### config.mk
export PLATFORM = sky130hd
export DESIGN_NAME = draw_scheduler_flat
export DESIGN_NICKNAME = d
export VERILOG_FILES = /design/src/rtl/draw_scheduler_if.sv /design/src/rtl/draw_scheduler.sv /design/src/flat_wrapper.sv
export SDC_FILE = /design/constraint.sdc
export NUM_CORES = 1
export LEC_CHECK = 0
export BUFFER_PORTS_ARGS = -buffer_cell sky130_fd_sc_hd__buf_2
export CAP_MARGIN = 20
export CELL_PAD_IN_SITES_DETAIL_PLACEMENT = 1
export CELL_PAD_IN_SITES_GLOBAL_PLACEMENT = 1
export CORE_UTILIZATION = 37
export CTS_CLUSTER_SIZE = 20
export DETAILED_ROUTE_END_ITERATION = 8
export GPL_TIMING_DRIVEN = 0
export PLACE_DENSITY = 0.85
export SYNTH_ARGS = -nofsm -noshare
export SYNTH_HDL_FRONTEND = slang
export SYNTH_SLANG_ARGS = --single-unit
### constraint.sdc
create_clock -name CLOCK_50 -period 2.35 [get_ports CLOCK_50]
set_input_delay 0.47 -clock CLOCK_50 [delete_from_list [all_inputs] [get_ports CLOCK_50]]
set_output_delay 0.47 -clock CLOCK_50 [all_outputs]
set_load 0.05 [all_outputs]
### src/rtl/draw_scheduler_if.sv
// Sprite client handshake and VGA pixel bus bundle.
// master = scheduler side, slave = sprite clients / pixel sink.
interface draw_scheduler_if #(
    parameter int N_OBJ = 3
);
    logic [8*N_OBJ-1:0]  cl_x;
    logic [7*N_OBJ-1:0]  cl_y;
    logic [24*N_OBJ-1:0] cl_colour;
    logic [N_OBJ-1:0]    cl_writeEn;
    logic [N_OBJ-1:0]    cl_done;
    logic [N_OBJ-1:0]    cl_active;
    logic [N_OBJ-1:0]    cl_start;
    logic [7:0]          vga_x;
    logic [6:0]          vga_y;
    logic [23:0]         vga_colour;
    logic                vga_plot;
    logic                frame_tick;
    logic                overrun;

    modport master (
        input  cl_x, cl_y, cl_colour, cl_writeEn, cl_done,
        output cl_active, cl_start,
        output vga_x, vga_y, vga_colour, vga_plot,
        output frame_tick, overrun
    );

    modport slave (
        output cl_x, cl_y, cl_colour, cl_writeEn, cl_done,
        input  cl_active, cl_start,
        input  vga_x, vga_y, vga_colour, vga_plot,
        input  frame_tick, overrun
    );
endinterface

### src/rtl/draw_scheduler.sv
// Per-frame erase/draw scheduler owning the single VGA pixel port.
// Optional per-grant watchdog: define DRAW_SCHED_TIMEOUT_EN.
module draw_scheduler #(
    parameter int N_OBJ     = 3,
    parameter int FRAME_DIV = 833333,
    parameter int TIMEOUT   = 4095
) (
    input  logic             CLOCK_50,
    input  logic             resetn,
    draw_scheduler_if.master bus
);
    localparam int DIV_W = (FRAME_DIV > 1) ? $clog2(FRAME_DIV) : 1;
    localparam logic [DIV_W-1:0] DIV_LAST = DIV_W'(FRAME_DIV - 1);
    localparam logic [2:0] SEL_LAST = 3'(N_OBJ - 1);

    typedef enum logic [2:0] {
        DRAW_REQ,
        DRAW_NEXT,
        WAIT_TICK,
        ERASE_REQ,
        ERASE_BUSY,
        ERASE_NEXT
    } state_t;

    state_t state, state_nxt;
    logic [2:0] sel, sel_nxt;
    logic seen, seen_nxt;
    logic [DIV_W-1:0] div;
    logic tick;
    logic pending;
    logic overrun_q;
    logic consume;
    logic skip;
    logic wd_hit;

    logic [7:0]  sel_x;
    logic [6:0]  sel_y;
    logic [23:0] sel_colour;
    logic        sel_we;
    logic        sel_done;

    logic [N_OBJ-1:0] active_nxt, start_nxt;
    logic [N_OBJ-1:0] active_q, start_q;
    logic [7:0]  vx_q;
    logic [6:0]  vy_q;
    logic [23:0] vc_q;
    logic        plot_q;
    logic        bus_owned;

    assign tick = (div == DIV_LAST);

    // frame divider: 0..FRAME_DIV-1, tick on the wrap cycle
    always_ff @(posedge CLOCK_50) begin
        if (!resetn) begin
            div <= '0;
        end else if (tick) begin
            div <= '0;
        end else begin
            div <= div + 1'b1;
        end
    end

`ifdef DRAW_SCHED_TIMEOUT_EN
    logic [11:0] wd;
    logic        wd_run;

    assign wd_run = (state == DRAW_REQ) || (state == ERASE_REQ)
                 || (state == ERASE_BUSY);
    assign wd_hit = wd_run && (wd == 12'(TIMEOUT - 1));

    // watchdog: restarts on each state change, counts while a grant is held
    always_ff @(posedge CLOCK_50) begin
        if (!resetn) begin
            wd <= '0;
        end else if (state_nxt != state) begin
            wd <= '0;
        end else if (wd_run) begin
            wd <= wd + 12'd1;
        end
    end
`else
    assign wd_hit = 1'b0;
`endif

    // pick the selected client's fields without out-of-range slices
    always_comb begin
        sel_x      = '0;
        sel_y      = '0;
        sel_colour = '0;
        sel_we     = 1'b0;
        sel_done   = 1'b0;
        for (int i = 0; i < N_OBJ; i++) begin
            if (sel == 3'(i)) begin
                sel_x      = bus.cl_x[8*i +: 8];
                sel_y      = bus.cl_y[7*i +: 7];
                sel_colour = bus.cl_colour[24*i +: 24];
                sel_we     = bus.cl_writeEn[i];
                sel_done   = bus.cl_done[i];
            end
        end
    end

    // next-state logic for the erase-then-draw schedule
    always_comb begin
        state_nxt = state;
        sel_nxt   = sel;
        seen_nxt  = seen;
        consume   = 1'b0;
        skip      = 1'b0;
        unique case (state)
            DRAW_REQ: begin
                if (sel_done) begin
                    state_nxt = DRAW_NEXT;
                end else if (wd_hit) begin
                    state_nxt = DRAW_NEXT;
                    skip      = 1'b1;
                end
            end
            DRAW_NEXT: begin
                if (sel == SEL_LAST) begin
                    sel_nxt   = 3'd0;
                    state_nxt = WAIT_TICK;
                end else begin
                    sel_nxt   = sel + 3'd1;
                    state_nxt = DRAW_REQ;
                end
            end
            WAIT_TICK: begin
                if (pending) begin
                    consume   = 1'b1;
                    state_nxt = ERASE_REQ;
                end
            end
            ERASE_REQ: begin
                if (!sel_done) begin
                    state_nxt = ERASE_BUSY;
                end else if (wd_hit) begin
                    state_nxt = ERASE_NEXT;
                    skip      = 1'b1;
                end
            end
            ERASE_BUSY: begin
                if (seen && !sel_we) begin
                    seen_nxt  = 1'b0;
                    state_nxt = ERASE_NEXT;
                end else if (wd_hit) begin
                    seen_nxt  = 1'b0;
                    state_nxt = ERASE_NEXT;
                    skip      = 1'b1;
                end else if (sel_we) begin
                    seen_nxt = 1'b1;
                end
            end
            ERASE_NEXT: begin
                if (sel == SEL_LAST) begin
                    sel_nxt   = 3'd0;
                    state_nxt = DRAW_REQ;
                end else begin
                    sel_nxt   = sel + 3'd1;
                    state_nxt = ERASE_REQ;
                end
            end
            default: begin
                sel_nxt   = 3'd0;
                seen_nxt  = 1'b0;
                state_nxt = DRAW_REQ;
            end
        endcase
    end

    // grants follow the next state so they line up with the state register
    always_comb begin
        active_nxt = '0;
        start_nxt  = '0;
        for (int i = 0; i < N_OBJ; i++) begin
            if (sel_nxt == 3'(i)) begin
                active_nxt[i] = (state_nxt == DRAW_REQ);
                start_nxt[i]  = (state_nxt == ERASE_REQ);
            end
        end
    end

    // FSM state, client index and grant registers
    always_ff @(posedge CLOCK_50) begin
        if (!resetn) begin
            state    <= DRAW_REQ;
            sel      <= 3'd0;
            seen     <= 1'b0;
            active_q <= '0;
            start_q  <= '0;
        end else begin
            state    <= state_nxt;
            sel      <= sel_nxt;
            seen     <= seen_nxt;
            active_q <= active_nxt;
            start_q  <= start_nxt;
        end
    end

    // pending frame flag and sticky overrun
    always_ff @(posedge CLOCK_50) begin
        if (!resetn) begin
            pending   <= 1'b0;
            overrun_q <= 1'b0;
        end else begin
            if (tick) begin
                pending <= 1'b1;
                if (pending && !consume) begin
                    overrun_q <= 1'b1;
                end
            end else if (consume) begin
                pending <= 1'b0;
            end
            if (skip) begin
                overrun_q <= 1'b1;
            end
        end
    end

    assign bus_owned = (state == DRAW_REQ) || (state == ERASE_REQ)
                    || (state == ERASE_BUSY);

    // one-cycle pixel mux; all four fields captured on the same edge
    always_ff @(posedge CLOCK_50) begin
        if (!resetn) begin
            vx_q   <= '0;
            vy_q   <= '0;
            vc_q   <= '0;
            plot_q <= 1'b0;
        end else if (bus_owned) begin
            vx_q   <= sel_x;
            vy_q   <= sel_y;
            vc_q   <= sel_colour;
            plot_q <= sel_we;
        end else begin
            plot_q <= 1'b0;
        end
    end

    assign bus.cl_active  = active_q;
    assign bus.cl_start   = start_q;
    assign bus.vga_x      = vx_q;
    assign bus.vga_y      = vy_q;
    assign bus.vga_colour = vc_q;
    assign bus.vga_plot   = plot_q;
    assign bus.frame_tick = tick;
    assign bus.overrun    = overrun_q;
endmodule

### src/flat_wrapper.sv
// flat-port wrapper written by rule: the top's interface ports become plain ports
module draw_scheduler_flat 
#(
    parameter int N_OBJ     = 3,
    parameter int FRAME_DIV = 833333,
    parameter int TIMEOUT   = 4095
)
  (CLOCK_50, resetn, bus_cl_x, bus_cl_y, bus_cl_colour, bus_cl_writeEn, bus_cl_done, bus_cl_active, bus_cl_start, bus_vga_x, bus_vga_y, bus_vga_colour, bus_vga_plot, bus_frame_tick, bus_overrun);
  draw_scheduler_if #(.N_OBJ(N_OBJ)) bus_i ();
  input  logic CLOCK_50;
  input  logic resetn;
  input wire logic [$bits(bus_i.cl_x)-1:0] bus_cl_x;
  input wire logic [$bits(bus_i.cl_y)-1:0] bus_cl_y;
  input wire logic [$bits(bus_i.cl_colour)-1:0] bus_cl_colour;
  input wire logic [$bits(bus_i.cl_writeEn)-1:0] bus_cl_writeEn;
  input wire logic [$bits(bus_i.cl_done)-1:0] bus_cl_done;
  output wire logic [$bits(bus_i.cl_active)-1:0] bus_cl_active;
  output wire logic [$bits(bus_i.cl_start)-1:0] bus_cl_start;
  output wire logic [$bits(bus_i.vga_x)-1:0] bus_vga_x;
  output wire logic [$bits(bus_i.vga_y)-1:0] bus_vga_y;
  output wire logic [$bits(bus_i.vga_colour)-1:0] bus_vga_colour;
  output wire logic [$bits(bus_i.vga_plot)-1:0] bus_vga_plot;
  output wire logic [$bits(bus_i.frame_tick)-1:0] bus_frame_tick;
  output wire logic [$bits(bus_i.overrun)-1:0] bus_overrun;
  assign bus_i.cl_x = bus_cl_x;
  assign bus_i.cl_y = bus_cl_y;
  assign bus_i.cl_colour = bus_cl_colour;
  assign bus_i.cl_writeEn = bus_cl_writeEn;
  assign bus_i.cl_done = bus_cl_done;
  assign bus_cl_active = bus_i.cl_active;
  assign bus_cl_start = bus_i.cl_start;
  assign bus_vga_x = bus_i.vga_x;
  assign bus_vga_y = bus_i.vga_y;
  assign bus_vga_colour = bus_i.vga_colour;
  assign bus_vga_plot = bus_i.vga_plot;
  assign bus_frame_tick = bus_i.frame_tick;
  assign bus_overrun = bus_i.overrun;
  draw_scheduler #(.N_OBJ(N_OBJ), .FRAME_DIV(FRAME_DIV), .TIMEOUT(TIMEOUT)) u_core (.CLOCK_50(CLOCK_50), .resetn(resetn), .bus(bus_i));
endmodule
# After elaboration in Yosys (flattened, before gate mapping)
# Index checks and enable logic that the tools add are counted.
# op_classes
n_mux,31
reduce_logical,21
n_eq_ne,12
n_bitwise,2
n_addsub,2
# ops
cell,count
$mux 24,3
$mux 8,3
$mux 7,3
$add 20x1->20 const B,1
$eq 20x20->1 const B,1
$pmux 3 s6,1
$eq 3x2->1 const B,5
$mux 3,5
$logic_not 3->1,4
$mux 1,12
$reduce_and 2->1,6
$eq 3x1->1 const B,3
$eq 3x3->1 const B,2
$pmux 3 s2,1
$reduce_or 5->1,1
$mux 2,2
$reduce_or 2->1,2
$reduce_or 4->1,1
$add 3x1->3 const B,1
$ne 3x1->1 const B,1
$logic_and 1x1->1,2
$logic_not 1->1,2
$logic_or 1x1->1,2
$not 1->1,2
other kinds (2),2
# word_totals
register_bits,75
word_cells,84
inputBits,125
output_inout_bits,48

# Logic depth before layout (Yosys ltp)
# Gate-level depths: netlist of run 1.
# logic_depth
depth_word,9
ltp_mapped,8
mapped_depth_nobuf,7

# Worst setup path before layout of run 1
# OpenSTA, ideal clock, no wires.
# synth_timing
kind,register to output
start,register u_core.div[0]
end,output bus_frame_tick
stages_incl_launch_ff,7
arrival_time_ns,2.262
t_required_ns,1.880
path_buffers,0
setup_slack_ns,-0.382
cell_sequence,dfxtp_1 -> inv_1 -> ha_1 -> nand3_1 -> nor2_1 -> nand3_1 -> nor4_1
# synth_between
elab_chain_len,1
# synth_lines
item,line,source
"start, declared",draw_scheduler.sv:28,logic [DIV_W-1:0] div;
"start signal, assigned",draw_scheduler.sv:59,div <= div + 1'b1;
$eq 20x20->1,draw_scheduler.sv:50,assign tick = (div == DIV_LAST);
"end, declared",flat_wrapper.sv:23,output wire logic [$bits(bus_i.frame_tick)-1:0] bus_frame_tick;
# Every way passes these cells.

# Final worst setup path of run 1
# layout_timing
start,register u_core.div[15]
end,output bus_frame_tick
# The elaborated chain is that of the path after synthesis.

==> results of run 1 <==
[stage by stage]
stage	std cells	cell area [um2]
after floorplan	464	4000
after global placement	772	5030
after detailed placement	772	5030
after CTS	788	5240
after global routing	791	5260
final	791	5260
[synthesized netlist by cell type (2+ instances only)]
cell type	number
sky130_fd_sc_hd__a21boi_0	2
sky130_fd_sc_hd__a32oi_1	2
sky130_fd_sc_hd__and2_1	3
sky130_fd_sc_hd__a21oi_1	4
sky130_fd_sc_hd__clkbuf_1	14
sky130_fd_sc_hd__xnor2_1	5
sky130_fd_sc_hd__buf_4	7
sky130_fd_sc_hd__and3_1	6
sky130_fd_sc_hd__nor3_1	2
sky130_fd_sc_hd__xor2_1	13
sky130_fd_sc_hd__dfxtp_1	75
sky130_fd_sc_hd__nor3_2	2
sky130_fd_sc_hd__mux2i_1	41
sky130_fd_sc_hd__nand4_1	4
sky130_fd_sc_hd__nor2b_1	44
sky130_fd_sc_hd__a22oi_1	39
sky130_fd_sc_hd__nand3b_1	2
sky130_fd_sc_hd__o21ai_0	40
sky130_fd_sc_hd__and4_1	4
sky130_fd_sc_hd__nand2_1	54
sky130_fd_sc_hd__nand3_1	13
sky130_fd_sc_hd__buf_2	13
sky130_fd_sc_hd__nor3b_2	3
sky130_fd_sc_hd__nor4_1	3
sky130_fd_sc_hd__nand2b_1	3
sky130_fd_sc_hd__nor4b_1	2
sky130_fd_sc_hd__inv_1	8
sky130_fd_sc_hd__o211ai_1	3
sky130_fd_sc_hd__nor2_1	28
sky130_fd_sc_hd__ha_1	2
[registers in the layout, summed over array words and instances, names as in the netlist]
register,flops
u_core.seen,1
u_core.bus.vga_y,7
u_core.state,3
u_core.bus.cl_active,3
u_core.bus.vga_plot,1
u_core.div,20
u_core.pending,1
u_core.bus.vga_x,8
u_core.bus.vga_colour,24
u_core.bus.cl_start,3
u_core.bus.overrun,1
u_core.sel,3
[placed cells by master (no fill, tap or decap), types with 11 or more instances in the layout]
cell type | Yosys | layout
sky130_fd_sc_hd__buf_2 | 13 | 184
sky130_fd_sc_hd__dfxtp_1 | 75 | 74
sky130_fd_sc_hd__nand2_1 | 54 | 54
sky130_fd_sc_hd__nor2b_1 | 44 | 44
sky130_fd_sc_hd__mux2i_1 | 41 | 41
sky130_fd_sc_hd__o21ai_0 | 40 | 40
sky130_fd_sc_hd__a22oi_1 | 39 | 39
sky130_fd_sc_hd__nor2_1 | 28 | 28
sky130_fd_sc_hd__clkbuf_1 | 14 | 15
sky130_fd_sc_hd__nand3_1 | 13 | 13
sky130_fd_sc_hd__xor2_1 | 13 | 13
sky130_fd_sc_hd__buf_4 | 7 | 11
[per-layer routing]
metal / GRT usage, % / up-vias / share of wire (%)
met1: 26.5 / 1962 / 41
met3: 4.97 / 30 / 5.7
met2: 42.5 / 149 / 51
met5: 0 / - / 0
li1: - / 2000 / -
met4: 10.3 / 0 / 2.3
[worst paths after layout]
check | depth (start not counted) | startpoint | slack (ps) | to
worst min register to register | 1 | u_core.div[0]$_SDFF_PP0_ | 480 | u_core.div[0]$_SDFF_PP0_
worst min-delay path | 1 | u_core.div[0]$_SDFF_PP0_ | 480 | u_core.div[0]$_SDFF_PP0_
worst max-delay path | 4 | u_core.div[15]$_SDFF_PP0_ | -8 | bus_frame_tick
worst max register to register | 7 | u_core.div[12]$_SDFF_PP0_ | 470 | u_core.div[17]$_SDFF_PP0_
[cells by family after synthesis]
family                   Yosys count
adder cells (fa/ha/maj)            2
flip-flops                        75
AO/OA/AOI/OAI                    100
XOR/XNOR                          18
AND/OR/NAND/NOR                  182
buffers and inverters             45
multiplexers                      42
[layout make-up]
type	count	area (um2)
Tap cell	136	170
Multi-Input combinational cell	344	2280
Sequential cell	75	1500
Timing Repair Buffer	175	886
Fill cell	1333	5150
Buffer	36	186
Clock inverter	5	60.1
Clock buffer	11	141
Inverter	9	33.8
[where the power goes]
| part | switching (mW) | internal (mW) |
|---|---|---|
| registers | 0.0515 | 1.36 |
| clock network | 0.514 | 0.526 |
| logic | 0.627 | 0.333 |
| total | 1.19 | 2.22 |
[what timing repair did]
| action | CTS | global route |
|---|---|---|
| gates resized for setup | 0 | 3 |
| buffers inserted | 0 | 3 |
| endpoints found under the setup margin | 0 | 1 |
| hold buffers | 0 | 0 |
[critical path, stage by stage, from the launching register on]
cell and delay, ps:
sky130_fd_sc_hd__dfxtp_1 440, sky130_fd_sc_hd__nor4bb_1 410, sky130_fd_sc_hd__nand3_1 190, sky130_fd_sc_hd__nor4_2 250, sky130_fd_sc_hd__buf_4 250
==> Flow_metrics.wiki, run 1 <==
{| class="wikitable"
! Metric !! Value
|-
| Violated checks || negative setup slack
|-
| Hold Fails Final Rpt || 0
|-
| 1st-pass router iterations || 4
|-
| Worst hold-check slack || 478 ps
|-
| Post-layout min period || 2360 ps
|-
| Post-synth EDFFs || 0
|-
| IO Port Bufs || 172
|-
| Area of the core region || 10400 um2
|-
| Detailed Place HPWL || 10.1 mm
|-
| Minimum setup slack after placement || 438 ps
|-
| Clock transition at the registers of the reported paths || 80 ps
|-
| Total routed wirelength || 13.3 mm
|-
| Remaining DRCs || 0
|-
| Status || complete, but fails checks
|-
| # nets final || 777
|-
| Largest family of logic cells by synthesized area || simple AND/OR/NAND/NOR gates
|-
| Number of setup violations in the final report || 1
|-
| Die Span X || 106 um
|-
| Sinks on Clock Net || 75
|-
| Source-to-sink clock delay at the later pin of the worst-skew pair || 360 ps
|-
| Slew @ Worst Pin || 543 ps
|-
| Share of the synthesized area in compound gates (AO/OA/AOI/OAI) || 17.1%
|-
| Synthesis-stage register bit count || 75
|-
| Top area cells in the synthesized netlist || sky130_fd_sc_hd__dfxtp_1 38%, sky130_fd_sc_hd__mux2i_1 10%, sky130_fd_sc_hd__a22oi_1 7.3%
|-
| Worst path required time || 1880 ps
|-
| Power Dens Cells || 648 nW/um2
|-
| Critical path data arrival time || 1890 ps
|-
| Clock tree skew after final layout || 12.5 ps
|-
| Initial core utilization || 38.4%
|-
| Number of levels the H-tree was split into || 3
|-
| Fraction of the mapped netlist area in adder cells || 0.626%
|-
| Type of origin of the critical path || flip-flop
|-
| Unique cell type count in the Yosys netlist || 53
|-
| Final sum of negative setup slack || -8.40 ps
|-
| Area growth from synthesis to layout || 31.7%
|-
| Area share of the leading cell type in the synthesized netlist || 37.6%
|-
| Top flip-flop cell by instance count after synthesis || sky130_fd_sc_hd__dfxtp_1
|-
| Maximum clock path buffer count || 2
|-
| Fraction of layout instances using a drive strength above 1 || 35.3%
|-
| Vias || 4141
|-
| Util after Layout || 50.5%
|-
| TritonCTS clock tree || yes
|-
| Average detailed-routed wire length per instance || 16.8 um
|-
| Number of max-cap violations || 0
|-
| Final weighted congestion in routability-driven placement || 0.835
|-
| Total Die Area || 11200 um2
|-
| Row count || 37
|-
| Mean area per synthesized cell || 8.61 um2
|-
| Xor and xnor area share after synthesis || 3.94%
|-
| Grt total ovfl || 0
|-
| Post-synthesis cell count || 464
|-
| Total inserted antenna cells || 0
|-
| Library cell occupying the most area in the post-synthesis netlist || sky130_fd_sc_hd__dfxtp_1
|-
| Number of DRC violations after detailed-routing iteration 0 || 125
|-
| Total nets after synthesis || 591
|-
| Vias/cell || 5.24
|-
| Root Driver || sky130_fd_sc_hd__clkbuf_8
|-
| Total clock buffers created by CTS || 9
|-
| Antenna violations before repair || 0
|-
| Crit-path max FO || 6
|-
| Share of the yosys chip area belonging to registers || 37.6%
|-
| Static Leakage || 2.29 nW
|-
| Floorplan die height || 106 um
|-
| Worst max-slew margin expressed relative to the limit || 63.8%
|-
| Largest vdd supply drop || 274 uV
|-
| Least setup slack across all paths after layout || -8.40 ps
|-
| Detail Route Antenna Nets || 0
|-
| Kind of end point of the critical path || primary output
|-
| Path type of the worst setup path || reg2out
|-
| Number of top-level pins || 173
|-
| Vias in the first global route || 4375
|-
| Path type of the worst min-delay path || reg2reg
|-
| Total routing usage reported by global routing || 23.5%
|-
| F_max || 424 MHz
|-
| Final Max Tran Viols || 0
|-
| Pin count of the biggest net entering global routing || 14
|-
| Mux cell area share after synthesis || 10.6%
|-
| Simple-gate share of the synthesized area || 24.7%
|-
| Post-route total power || 3.41 mW
|-
| Combined area of all synthesized cells || 4000 um2
|-
| Global-route wire length before repair || 20.9 mm
|-
| Synth async-reset ratio || 0%
|-
| Final clock period utilization by the worst path || 100%
|-
| Synthesis Warnings || 0
|}
Power figures use the tool's default switching activity.
==> inputs of run 2 (changes only) <==
--- a/config.mk
+++ b/config.mk
@@ -7,13 +7,13 @@
 export LEC_CHECK = 0
 export BUFFER_PORTS_ARGS = -buffer_cell sky130_fd_sc_hd__buf_2
 export CAP_MARGIN = 20
-export CELL_PAD_IN_SITES_DETAIL_PLACEMENT = 1
-export CELL_PAD_IN_SITES_GLOBAL_PLACEMENT = 1
-export CORE_UTILIZATION = 37
+export CELL_PAD_IN_SITES_DETAIL_PLACEMENT = 0
+export CELL_PAD_IN_SITES_GLOBAL_PLACEMENT = 2
+export CORE_UTILIZATION = 29
 export CTS_CLUSTER_SIZE = 20
 export DETAILED_ROUTE_END_ITERATION = 8
 export GPL_TIMING_DRIVEN = 0
-export PLACE_DENSITY = 0.85
+export PLACE_DENSITY = 0.86
 export SYNTH_ARGS = -nofsm -noshare
 export SYNTH_HDL_FRONTEND = slang
 export SYNTH_SLANG_ARGS = --single-unit
==> run 2 against run 1 <==
The run now ends clean. Clock-buffer cell count rose by 1. Sequential power about the same. Utilization decreased by 9.7 points. Critical endpoint unchanged. Largest power group is now clock.
==> Flow_metrics.wiki, run 2 (synthesis gave the netlist of run 1 again) <==
{| class="wikitable"
! Metric !! Value
|-
| Status || completed
|-
| Clock tree skew after final layout || 7.11 ps
|-
| Number of DRC violations after detailed-routing iteration 0 || 239
|-
| Final weighted congestion in routability-driven placement || 0.838
|-
| Worst path required time || 1880 ps
|-
| Worst hold-check slack || 466 ps
|-
| Number of top-level pins || 173
|-
| Total inserted antenna cells || 0
|-
| Hold Fails Final Rpt || 0
|-
| Most frequent standard cell in the layout excluding fill and tap cells || sky130_fd_sc_hd__buf_2
|-
| Area after detailed placement || 5080 um2
|-
| Slew @ Worst Pin || 578 ps
|-
| Path type of the worst setup path || reg2out
|-
| Source-to-sink clock delay at the later pin of the worst-skew pair || 330 ps
|-
| Kind of end point of the critical path || primary output
|-
| Total routing usage reported by global routing || 17.6%
|-
| Grt total ovfl || 0
|-
| Post-route cell area || 5440 um2
|-
| Global-route wire length before repair || 19.6 mm
|-
| IO Port Bufs || 172
|-
| Clock transition at the registers of the reported paths || 50 ps
|-
| Vias/cell || 4.75
|-
| Cell total after placement || 812
|-
| Detail Route Antenna Nets || 0
|-
| Static Leakage || 2.34 nW
|-
| Worst max-slew margin expressed relative to the limit || 61.5%
|-
| Total routed wirelength || 12.2 mm
|-
| Final instance count without filler cells || 830
|-
| Beginning of the critical path || u_core.div[9]$_SDFF_PP0_
|-
| Crit-path max FO || 5
|-
| Vias in the first global route || 3932
|-
| Total clock buffers created by CTS || 9
|-
| Critical path's largest stage delay || 390 ps
|-
| F_max || 469 MHz
|-
| 1st-pass router iterations || 4
|-
| Row count || 42
|-
| Power Dens Cells || 711 nW/um2
|-
| Number of max-cap violations || 0
|-
| Final sum of negative setup slack || 0 ps
|-
| CTS Hold Bufs || 0
|-
| Worst path bufs/invs || 1
|-
| Final Max Tran Viols || 0
|-
| Type of origin of the critical path || flip-flop
|-
| Path type of the worst min-delay path || reg2reg
|-
| Family with the most delay on the worst path || simple AND/OR/NAND/NOR gates
|-
| Number of levels the H-tree was split into || 3
|-
| Area of the core region || 13300 um2
|-
| Fraction of layout instances using a drive strength above 1 || 35.0%
|-
| Reg-to-Reg Start || u_core.div[9]$_SDFF_PP0_
|-
| Detailed Place HPWL || 9.45 mm
|-
| Average detailed-routed wire length per instance || 14.7 um
|-
| Ordered list of cells on the worst path || nand4_1, nor2_1, nand3_1, nor4_4, buf_6
|-
| Area growth from synthesis to layout || 36.2%
|-
| Highest-count cells in the layout ignoring fill and taps || 184 x sky130_fd_sc_hd__buf_2, 75 x sky130_fd_sc_hd__dfxtp_1, 54 x sky130_fd_sc_hd__nand2_1, 44 x sky130_fd_sc_hd__nor2b_1, 41 x sky130_fd_sc_hd__mux2i_1
|-
| Post-layout min period || 2130 ps
|-
| Root Driver || sky130_fd_sc_hd__clkbuf_16
|-
| Largest vdd supply drop || 388 uV
|-
| Vias || 3944
|-
| Die Span X || 119 um
|-
| Pin count of the biggest net entering global routing || 13
|-
| # nets final || 776
|-
| Antenna violations before repair || 0
|-
| Crit-path slowest cell || sky130_fd_sc_hd__dfxtp_1
|-
| Final clock period utilization by the worst path || 90.7%
|-
| Maximum clock path buffer count || 2
|-
| Max reg flops || 24
|-
| Util after Layout || 40.8%
|-
| Total Die Area || 14300 um2
|-
| Worst Hold Launch || u_core.bus.overrun$_SDFFE_PN0P_
|-
| Sinks on Clock Net || 75
|-
| Number of setup violations in the final report || 0
|-
| Remaining DRCs || 0
|-
| Unrepaired setup endpoints after global routing || false
|-
| Floorplan die height || 119 um
|-
| TritonCTS clock tree || yes
|-
| Critical path data arrival time || 1660 ps
|-
| Initial core utilization || 29.9%
|}
-- run 2: changes by cell type in the layout (fill, tap and decap cells not counted), sizes merged --
cell,before,now
inv,11,9
clkbuf,26,27
bufinv,1,2
buf,196,195
-- run 2: power breakdown --
| part | switching, mW | total, mW | internal, mW | leakage [nW] |
|---|---|---|---|---|
| logic | 0.617 | 0.950 | 0.333 | 1.57 |
| registers | 0.0492 | 1.41 | 1.36 | 0.615 |
| clock network | 0.521 | 1.51 | 0.986 | 0.159 |
| total | 1.19 | 3.87 | 2.68 | 2.34 |
-- run 2: repair_timing --
item                                    CTS  global route
endpoints found under the setup margin    1             1
resized for setup                         1             2
pin swaps                                 0             2
gates cloned                              0             0
endpoints found under the hold margin     0             0
buffers inserted                          0             2
-- run 2: layout make-up --
type	count	area, um2
tap	176	220
timing repair buffer	174	882
sequential	75	1500
multi-input combinational	344	2290
buffer	36	186
fill	1405	7910
inverter	9	33.8
clock inverter	4	72.6
clock buffer	12	256
-- run 2: worst paths after layout --
check        cells past startpoint  slack [ps]                         endpoint
min reg2reg                      1         470  u_core.bus.overrun$_SDFFE_PN0P_
max                              5         220                   bus_frame_tick
min                              1         470  u_core.bus.overrun$_SDFFE_PN0P_
max reg2reg                      7         540        u_core.div[13]$_SDFF_PP0_
-- run 2: stage by stage --
stage / total power, mW / setup WS (ps)
2_1_floorplan: 2.09 / 179
3_3_place_gp: 2.38 / 332
3_5_place_dp: 2.40 / 355
4_1_cts: 3.92 / 41.8
5_1_grt: 4.07 / 65.9
6_report: 3.87 / 218
-- run 2: per-layer routing --
| layer | wire (um) | global-route usage [%] | vias to the layer above | part of all wire (%) |
|---|---|---|---|---|
| met5 | 0 | 0 | - | 0 |
| met4 | 172 | 7.11 | 0 | 1.4 |
| met3 | 1090 | 4.69 | 12 | 8.9 |
| met2 | 5260 | 27.9 | 169 | 43 |
| met1 | 5670 | 22.5 | 1770 | 46 |
| li1 | - | - | 1993 | - |
==> inputs of run 3 (changes only) <==
--- a/config.mk
+++ b/config.mk
@@ -9,11 +9,11 @@
 export CAP_MARGIN = 20
 export CELL_PAD_IN_SITES_DETAIL_PLACEMENT = 0
 export CELL_PAD_IN_SITES_GLOBAL_PLACEMENT = 2
-export CORE_UTILIZATION = 29
+export CORE_UTILIZATION = 26
 export CTS_CLUSTER_SIZE = 20
 export DETAILED_ROUTE_END_ITERATION = 8
 export GPL_TIMING_DRIVEN = 0
-export PLACE_DENSITY = 0.86
+export PLACE_DENSITY = 0.78
 export SYNTH_ARGS = -nofsm -noshare
 export SYNTH_HDL_FRONTEND = slang
 export SYNTH_SLANG_ARGS = --single-unit
==> constraint.sdc (replaced) <==
create_clock -name CLOCK_50 -period 2.17 [get_ports CLOCK_50]
set_input_delay 0.434 -clock CLOCK_50 [delete_from_list [all_inputs] [get_ports CLOCK_50]]
set_output_delay 0.434 -clock CLOCK_50 [all_outputs]
set_load 0.05 [all_outputs]
==> run 3 against run 2 <==
Sequential share of layout area grew 0.25 points. First-iteration DRC count shrank 55%. Final area fell by 0.55%. Largest cell class unchanged. Wire length down 1.5%. Worst hold slack worse by 24 ps. Cell count up 1.1%. Highest routed layer unchanged. Via count is 0.56% lower.
==> Flow_metrics.wiki, run 3 (synthesis gave the netlist of run 1 again) <==
{| class="wikitable"
! Metric !! Value
|-
| Number of top-level pins || 173
|-
| Type of origin of the critical path || flip-flop
|-
| Fraction of layout instances using a drive strength above 1 || 35.8%
|-
| Total Die Area || 15900 um2
|-
| Remaining DRCs || 0
|-
| Area growth from synthesis to layout || 35.4%
|-
| Total clock buffers created by CTS || 9
|-
| Critical path data arrival time || 1580 ps
|-
| 1st-pass router iterations || 4
|-
| Number of max-cap violations || 0
|-
| Root Driver || sky130_fd_sc_hd__clkbuf_16
|-
| Floorplan die height || 126 um
|-
| Average detailed-routed wire length per instance || 14.3 um
|-
| Unrepaired setup endpoints after global routing || false
|-
| Status || completed
|-
| Largest vdd supply drop || 392 uV
|-
| Die Span X || 126 um
|-
| Static Leakage || 2.31 nW
|-
| Antenna violations before repair || 1
|-
| Path type of the worst min-delay path || reg2reg
|-
| Final sum of negative setup slack || 0 ps
|-
| Crit-path slowest cell || sky130_fd_sc_hd__dfxtp_2
|-
| Vias || 3922
|-
| Detailed Place HPWL || 9.44 mm
|-
| Pin count of the biggest net entering global routing || 14
|-
| Area of the multi-input gates || 2290 um2
|-
| Worst path required time || 1740 ps
|-
| Number of setup violations in the final report || 0
|-
| Post-route total power || 3.94 mW
|-
| Grt total ovfl || 0
|-
| # nets final || 776
|-
| Global-route wire length before repair || 19.4 mm
|-
| Initial core utilization || 27.1%
|-
| Reg-to-Reg Start || u_core.sel[1]$_SDFF_PN0_
|-
| Number of DRC violations after detailed-routing iteration 0 || 108
|-
| Maximum clock path buffer count || 2
|-
| Highest-count cells in the layout ignoring fill and taps || 184 x sky130_fd_sc_hd__buf_2, 73 x sky130_fd_sc_hd__dfxtp_1, 54 x sky130_fd_sc_hd__nand2_1, 44 x sky130_fd_sc_hd__nor2b_1, 41 x sky130_fd_sc_hd__mux2i_1
|-
| IO Port Bufs || 172
|-
| Vias/cell || 4.67
|-
| Area of the core region || 14800 um2
|-
| Most frequent standard cell in the layout excluding fill and tap cells || sky130_fd_sc_hd__buf_2
|-
| Row count || 44
|-
| Vias in the first global route || 3943
|-
| Beginning of the critical path || u_core.div[1]$_SDFF_PP0_
|-
| Critical path's largest stage delay || 340 ps
|-
| Total routed wirelength || 12.0 mm
|-
| Sinks on Clock Net || 75
|-
| TritonCTS clock tree || yes
|-
| Worst Hold Launch || u_core.div[0]$_SDFF_PP0_
|-
| F_max || 497 MHz
|-
| Final weighted congestion in routability-driven placement || 0.834
|-
| Slew @ Worst Pin || 543 ps
|-
| Ordered list of cells on the worst path || inv_2, ha_4, nand3_1, nor2_1, nand3_1, nor4_2, buf_4
|-
| Final clock period utilization by the worst path || 92.7%
|-
| Worst max-slew margin expressed relative to the limit || 63.8%
|-
| Fill count || 1579
|-
| Detail Route Antenna Nets || 0
|-
| Most frequent cell on the critical path || sky130_fd_sc_hd__nand3_1
|-
| Number of levels the H-tree was split into || 3
|-
| Source-to-sink clock delay at the later pin of the worst-skew pair || 330 ps
|-
| Total routing usage reported by global routing || 15.4%
|-
| Final Max Tran Viols || 0
|-
| Crit-path max FO || 4
|-
| Max reg flops || 24
|-
| Worst hold-check slack || 442 ps
|-
| Clock transition at the registers of the reported paths || 60 ps
|-
| Post-layout min period || 2010 ps
|-
| Worst path bufs/invs || 2
|-
| Power Dens Cells || 728 nW/um2
|-
| Kind of end point of the critical path || primary output
|-
| Hold Fails Final Rpt || 0
|-
| Path type of the worst setup path || reg2out
|-
| Sequential cell area || 1510 um2
|-
| CTS Hold Bufs || 0
|-
| Clock tree skew after final layout || 9.02 ps
|-
| Family with the most delay on the worst path || simple AND/OR/NAND/NOR gates
|}
run 3: cell types whose count changed in the layout (fill, tap and decap cells not counted), sizes merged:
cell / change
diode: +1
clkbuf: -1
clkinvlp: +3
bufinv: -2
run 3: worst paths after layout:
path	end	slack, ps	cells after the start
hold reg to reg	u_core.div[0]$_SDFF_PP0_	440	1
hold / removal	u_core.div[0]$_SDFF_PP0_	440	1
setup reg to reg	u_core.bus.vga_x[2]$_SDFFE_PN0N_	420	7
setup / recovery	bus_frame_tick	160	7
run 3: what timing repair did:
action | CTS | global route
gates resized for setup | 1 | 7
endpoints found under the setup margin | 1 | 1
buffers inserted | 0 | 2
pin swaps | 0 | 4
run 3: power by group:
group | internal (mW) | switching, mW
sequential | 1.47 | 0.0535
combinational | 0.364 | 0.666
clock | 0.807 | 0.576
run 3: layer usage:
layer / vias to the layer above / share of wire (%) / global-route usage, %
met4: 0 / 1.4 / 4.96
li1: 2005 / - / -
met1: 1781 / 45 / 18.8
met2: 120 / 47 / 26.4
met3: 16 / 6.2 / 3.74
met5: - / 0 / 0
run 3: worst reg2reg max path: stages (launching register included):
cell                       delay, ps
sky130_fd_sc_hd__dfxtp_1         440
sky130_fd_sc_hd__nor2b_1         150
sky130_fd_sc_hd__buf_2           200
sky130_fd_sc_hd__clkbuf_1        450
sky130_fd_sc_hd__nand2_1         110
sky130_fd_sc_hd__o21ai_0         110
sky130_fd_sc_hd__a22oi_1         100
sky130_fd_sc_hd__nor2b_1         130
run 3: layout make-up:
class / instances / share of cell area, %
clock buffers: 11 / 4.48
repair buffers: 174 / 16.2
well taps: 184 / 4.25
plain buffers: 36 / 3.44
clock inverters: 5 / 0.717
diodes: 1 / 0.0462
inverters: 9 / 0.624
flip-flops and latches: 75 / 27.8
multi-input cells: 344 / 42.4
run 3: metrics by stage:
step | setup WS, ps | utilization [%] | area [um2] | cells
2_1_floorplan | 34.5 | - | 4000 | 464
3_3_place_gp | 290 | 34.5 | 5090 | 820
3_5_place_dp | 307 | 34.5 | 5090 | 820
4_1_cts | 6.62 | 36.4 | 5380 | 836
5_1_grt | 27.0 | 36.7 | 5410 | 838
6_report | 157 | 36.7 | 5410 | 839
